===== src/rtl/de_selector_pkg.sv =====
// Shared constants and types for the 1-to-4 de-selector.
package de_selector_pkg;

   // Select is {iS1,iS0}, so two bits address four lanes.
   localparam int SEL_W   = 2;
   localparam int N_LANES = 4;

   // Idle level of a single bit. Replicate it to any lane width.
   localparam logic IDLE_BIT = 1'b1;

   typedef logic [SEL_W-1:0] sel_t;

   // Pack the two select pins into one lane index.
   function automatic sel_t packSel(input logic s1, input logic s0);
      return {s1, s0};
   endfunction

endpackage


===== src/rtl/de_selector_lane.sv =====
// One output lane: a register that loads iC when this lane is selected
// and loads the idle level otherwise.
import de_selector_pkg::*;

module de_selector_lane #(
   parameter int                DATA_W   = 1,
   parameter logic [DATA_W-1:0] IDLE_VAL = {DATA_W{IDLE_BIT}},
   parameter sel_t              LANE_IDX = '0
) (
   input  logic              iClk,
   input  logic              iRst,
   input  logic [DATA_W-1:0] iC,
   input  logic [SEL_W-1:0]  iSel,
   output logic [DATA_W-1:0] oZ
);

   // The lane register. Reset is asynchronous and forces idle.
   // Any select that does not match this lane index, X included,
   // falls to idle, so only one lane can carry data.
   always_ff @(posedge iClk or posedge iRst) begin
      if (iRst)
         oZ <= IDLE_VAL;
      else if (iSel == LANE_IDX)
         oZ <= iC;
      else
         oZ <= IDLE_VAL;
   end

endmodule


===== src/rtl/de_selector_1to4.sv =====
// 1-to-4 de-selector with registered outputs. iC is routed to the lane
// picked by {iS1,iS0}. The other lanes sit at IDLE_VAL. Latency is one cycle.
import de_selector_pkg::*;

module de_selector_1to4 #(
   parameter int                DATA_W   = 1,
   parameter logic [DATA_W-1:0] IDLE_VAL = {DATA_W{IDLE_BIT}}
) (
   input  logic              iClk,
   input  logic              iRst,
   input  logic [DATA_W-1:0] iC,
   input  logic              iS1,
   input  logic              iS0,
   output logic [DATA_W-1:0] oZ0,
   output logic [DATA_W-1:0] oZ1,
   output logic [DATA_W-1:0] oZ2,
   output logic [DATA_W-1:0] oZ3
);

   sel_t                          sel;
   logic [N_LANES-1:0][DATA_W-1:0] zLanes;

   assign sel = packSel(iS1, iS0);

   // Build one lane register per output. Every lane sees the same
   // sample of iC and sel, so a select change moves the data in a
   // single edge.
   for (genvar k = 0; k < N_LANES; k++) begin : gLane
      de_selector_lane #(
         .DATA_W   (DATA_W),
         .IDLE_VAL (IDLE_VAL),
         .LANE_IDX (sel_t'(k))
      ) uLane (
         .iClk (iClk),
         .iRst (iRst),
         .iC   (iC),
         .iSel (sel),
         .oZ   (zLanes[k])
      );
   end

   assign oZ0 = zLanes[0];
   assign oZ1 = zLanes[1];
   assign oZ2 = zLanes[2];
   assign oZ3 = zLanes[3];

endmodule


===== config.mk =====
export PLATFORM = sky130hd
export DESIGN_NAME = de_selector_1to4
export DESIGN_NICKNAME = d
export VERILOG_FILES = /design/src/rtl/de_selector_pkg.sv /design/src/rtl/de_selector_lane.sv /design/src/rtl/de_selector_1to4.sv
export SDC_FILE = /design/constraint.sdc
export NUM_CORES = 1
export LEC_CHECK = 0
export CAP_MARGIN = 25
export CELL_PAD_IN_SITES_DETAIL_PLACEMENT = 0
export CELL_PAD_IN_SITES_GLOBAL_PLACEMENT = 2
export CORE_AREA = 5 5 42 44
export CTS_BUF_LIST = sky130_fd_sc_hd__clkbuf_4 sky130_fd_sc_hd__clkbuf_8 sky130_fd_sc_hd__clkbuf_16
export DETAILED_ROUTE_END_ITERATION = 12
export DIE_AREA = 0 0 47 49
export GPL_ROUTABILITY_DRIVEN = 0
export PLACE_DENSITY_LB_ADDON = 0.08
export REMOVE_ABC_BUFFERS = 1
export SLEW_MARGIN = 30
export SYNTH_ARGS = -nofsm -noshare
export SYNTH_HDL_FRONTEND = slang
export SYNTH_HIERARCHICAL = 1
export SYNTH_SLANG_ARGS = --single-unit

===== constraint.sdc =====
create_clock -name iClk -period 1.45 [get_ports iClk]
set_input_delay 0.29 -clock iClk [delete_from_list [all_inputs] [get_ports iClk]]
set_output_delay 0.29 -clock iClk [all_outputs]
set_load 0.05 [all_outputs]

; After elaboration in Yosys (flattened, before gate mapping)
; Index checks and enable logic that the tools add are counted.
[classes]
n_eq_ne = 3
n_mux = 4
n_reduce_logical = 1
[ops]
columns = op, count
row1 = "2-bit == test, second input constant", 2
row2 = 1-bit two-way mux, 4
row3 = "2-bit by 1-bit == test with 1-bit output, second input constant", 1
row4 = 2-bit logical NOT, 1
[totals]
reg_bits = 4
in_bits = 5
output_inout_bits = 4

; Depth between registers and ports, before layout
[logic_depth]
ltp_word = 2
mapped_depth = 1

; Hierarchy
; Netlist, hierarchy kept.
[by_module_without_submodules]
columns = mod, instances, cells_each, area_per_inst_um2, seq_area_each_um2
row1 = de_selector_lane (gLane[1].uLane ...), 2, 3, 38.8, 26.3
row2 = de_selector_lane (gLane[3].uLane), 1, 3, 37.5, 26.3
row3 = de_selector_lane (gLane[0].uLane), 1, 3, 36.3, 26.3

; Worst setup path before layout
; Ideal clock, no wire load.
[synth_timing]
path_kind = flip-flop to output port
from = reg gLane[0].uLane.oZ
to = out oZ0
arrival_ns = 0.656
setup_slack_ns = 0.504
path_stages_with_launch = 1
path_buffers = 0
cell_sequence = dfstp_2
[synth_lines]
columns = element, line_no
row1 = start: declaration, de_selector_lane.sv:14  ; output logic [DATA_W-1:0] oZ
row2 = start signal: assignment, de_selector_lane.sv:24  ; oZ <= iC;
row3 = end: declaration, de_selector_1to4.sv:14  ; output logic [DATA_W-1:0] oZ0,
; No word-level cell between the ends.

; Worst setup path in the final report
[layout_timing]
from = reg gLane[0].uLane.oZ
to = out oZ0
; No word-level cell between the ends.

==> summary.md <==
| Metric | Value |
|---|---|
| Startpoint type of the worst setup path | flop |
| Routed WL | 359 um |
| Wire length on met1 | 133 um |
| Least-Margin Pin Slew | 155.2 ps |
| Post-synth top cells | dfstp_2 (4), inv_1 (4), or3b_1 (2), nand3b_1 (1), or3_1 (1) |
| Port-buffer cells | 8 |
| H-tree levels | 1 |
| Met2 WL | 187 um |
| Final instance area | 314.1 um^2 |
| Slowest cell delay on critical path | 540 ps |
| Status | completed |
| Diode count | 0 |
| Area contributors post-synth | dfstp_2 (69%), or3b_1 (12%), inv_1 (9.9%) |
| EDFF count, synth | 0 |
| Critical path class | flop to output port |
| Largest area contributor in the netlist | dfstp_2 |
| Buffers from clock root to sink, at most | 2 |
| FF+latch count, synth | 4 |
| Crit path arrival time | 900 ps |
| Dominant synthesized flop cell | dfstp_2 |
| Buffers inserted by post-CTS timing repair | 0 |
| # IOs | 9 |
| Largest net degree at the start of global routing | 5 |
| Clock Root Buffer | clkbuf_4 |
| Row count | 14 |
| Sw Pwr | 0.07447 mW |
| Full die area | 2303 um^2 |
| Tmin final | 1193 ps |
| Syn Inst Count | 12 |
| Reg clk slew, reported paths | 40 ps |
| Vias per inst | 3.128 |
| CP top delay family | flip-flops |
| Final ANT Viol Nets | 0 |
| Highest metal used | met3 |
| Number of hold buffers added after CTS | 0 |
| Nature of the critical path endpoint | output port |
| Seq pwr share | 39.0% |
| 1st-iter DRT viols | 1 |
| Layout area overhead | 107.4% |
| Post-synth ARST share | 100.0% |
| Final #Nets | 30 |
| Initial core utilization | 10.80% |
| Synth unique cells | 5 |
| Final hold vios | 0 |
| Mean Syn Cell Area | 12.62 um^2 |
| Post-Synthesis Cell Area | 151.4 um^2 |
| Top reg by flops | gLane.uLane/oZ |
| Vias | 122 |
| TritonRoute pass-1 iters | 2 |
| Sequential fraction of the synthesis area | 69.42% |
| Switching share of power | 23.53% |
| GR Util All Layers | 4.096% |
| Total clock sinks | 4 |
| Initial antenna violation count | 0 |
| Share of cells above drive strength 1 | 47.83% |
| Clock Power Share | 43.7% |
| WL met3 | 37 um |
| Post-synth top area share | 69.42% |
| Lkg Pwr | 0.1422 nW |
| # fillers | 158 |
| Cells resized by post-CTS repair | 0 |
| Synth Warn # | 6 |
| Worst-path cell chain | buf_12 |
| Placed inst area | 291.5 um^2 |
| Die Height | 49 um |
| First-pass GRT wire length | 558 um |
| Biggest regs | gLane.uLane/oZ x4 |
| Fmax | 838.5 MHz |
| Number of flip-flops under the largest register name | 4 |
| Max cap viols | 0 |
| Setup violations, final | 0 |
| Crit path max fanout | 1 |
| Core area | 1401 um^2 |
| CP required | 1160 ps |
| Grt total ovfl | 0 |
| Final worst-path cycle share | 82.25% |
| Total CTS buffers | 3 |
| Final Slew Violations | 0 |
| Rel. slew slack | 89.62% |
| Internal | 0.2421 mW |
| Slowest CP cell | dfstp_2 |
| Hold Crit Class | input port to async pin |
| Die W | 47 um |
| PwrDens | 1008 nW/um^2 |
| WP buf/inv | 1 |
| CTS tree | yes |
| WL per Instance | 9.205 um |
| VDD IR max | 242.7 uV |
| TNS Setup | 0 ps |
| Vias in the first global route | 136 |
| Post-route DRC violation count | 0 |
| Comb power frac | 17.2% |
| RSZ-0062 raised after global routing | false |
[cell families after synthesis]
group,after synthesis,share of synthesized area [%]
buffers and inverters,4,9.914
flip-flops,4,69.42
AND/OR/NAND/NOR,4,20.67
[layout by cell type (no fill, tap or decap)]
cell             synthesis  final
or3_1                    1      1
or3b_1                   2      2
nand3b_1                 1      1
clkdlybuf4s50_1          0      4
buf_12                   0      4
inv_1                    4      4
clkbuf_4                 0      3
dfstp_2                  4      4
[stage by stage]
step           utilization [%]  power [mW]  setup WS (ps)  cells  hold WS, ps
2_1_floorplan                -      0.1447          504.5     12        179.7
3_3_place_gp             20.80      0.1801          207.4     36        733.8
3_5_place_dp             20.80      0.1803          190.3     36        722.5
4_1_cts                  22.41      0.3276          243.1     39        474.9
5_1_grt                  22.41      0.3401          223.8     39        504.4
6_report                 22.41      0.3166          257.3     39        465.7
[layer usage]
layer  track usage, %  vias to the layer above
li1                 -                       59
met1            3.991                       57
met2            4.977                        6
met3            3.321                        0
met4            4.147                        0
met5                0                        -
[cell type report]
cell class	count	area, um^2	area share, %
Timing Repair Buffer	8	120.1	38.25
Multi-Input combinational cell	4	31.28	9.960
Tap cell	16	20.02	6.375
Clock buffer	3	22.52	7.171
Inverter	4	15.01	4.781
Sequential cell	4	105.1	33.47
[worst paths after layout]
kind | from | to | slack, ps | cells past startpoint
max | gLane[0].uLane/oZ$_DFF_PP1_ | oZ0 | 260 | 1
min | iRst | gLane[3].uLane/oZ$_DFF_PP1_ | 470 | 2
max in group asynchronous | iRst | gLane[1].uLane/oZ$_DFF_PP1_ | 960 | 2
min in group iClk | iS0 | gLane[3].uLane/oZ$_DFF_PP1_ | 640 | 2
[power groups by stage]
stage	Combinational (mW)	Clock [mW]	Sequential, mW
2_1_floorplan	0.00611	0	0.139
6_report	0.0545	0.138	0.124
3_5_place_dp	0.0554	0	0.125
5_1_grt	0.0581	0.158	0.124
3_3_place_gp	0.0553	0	0.125
4_1_cts	0.0555	0.148	0.124
Note: power is estimated with default switching activity, not from simulation.
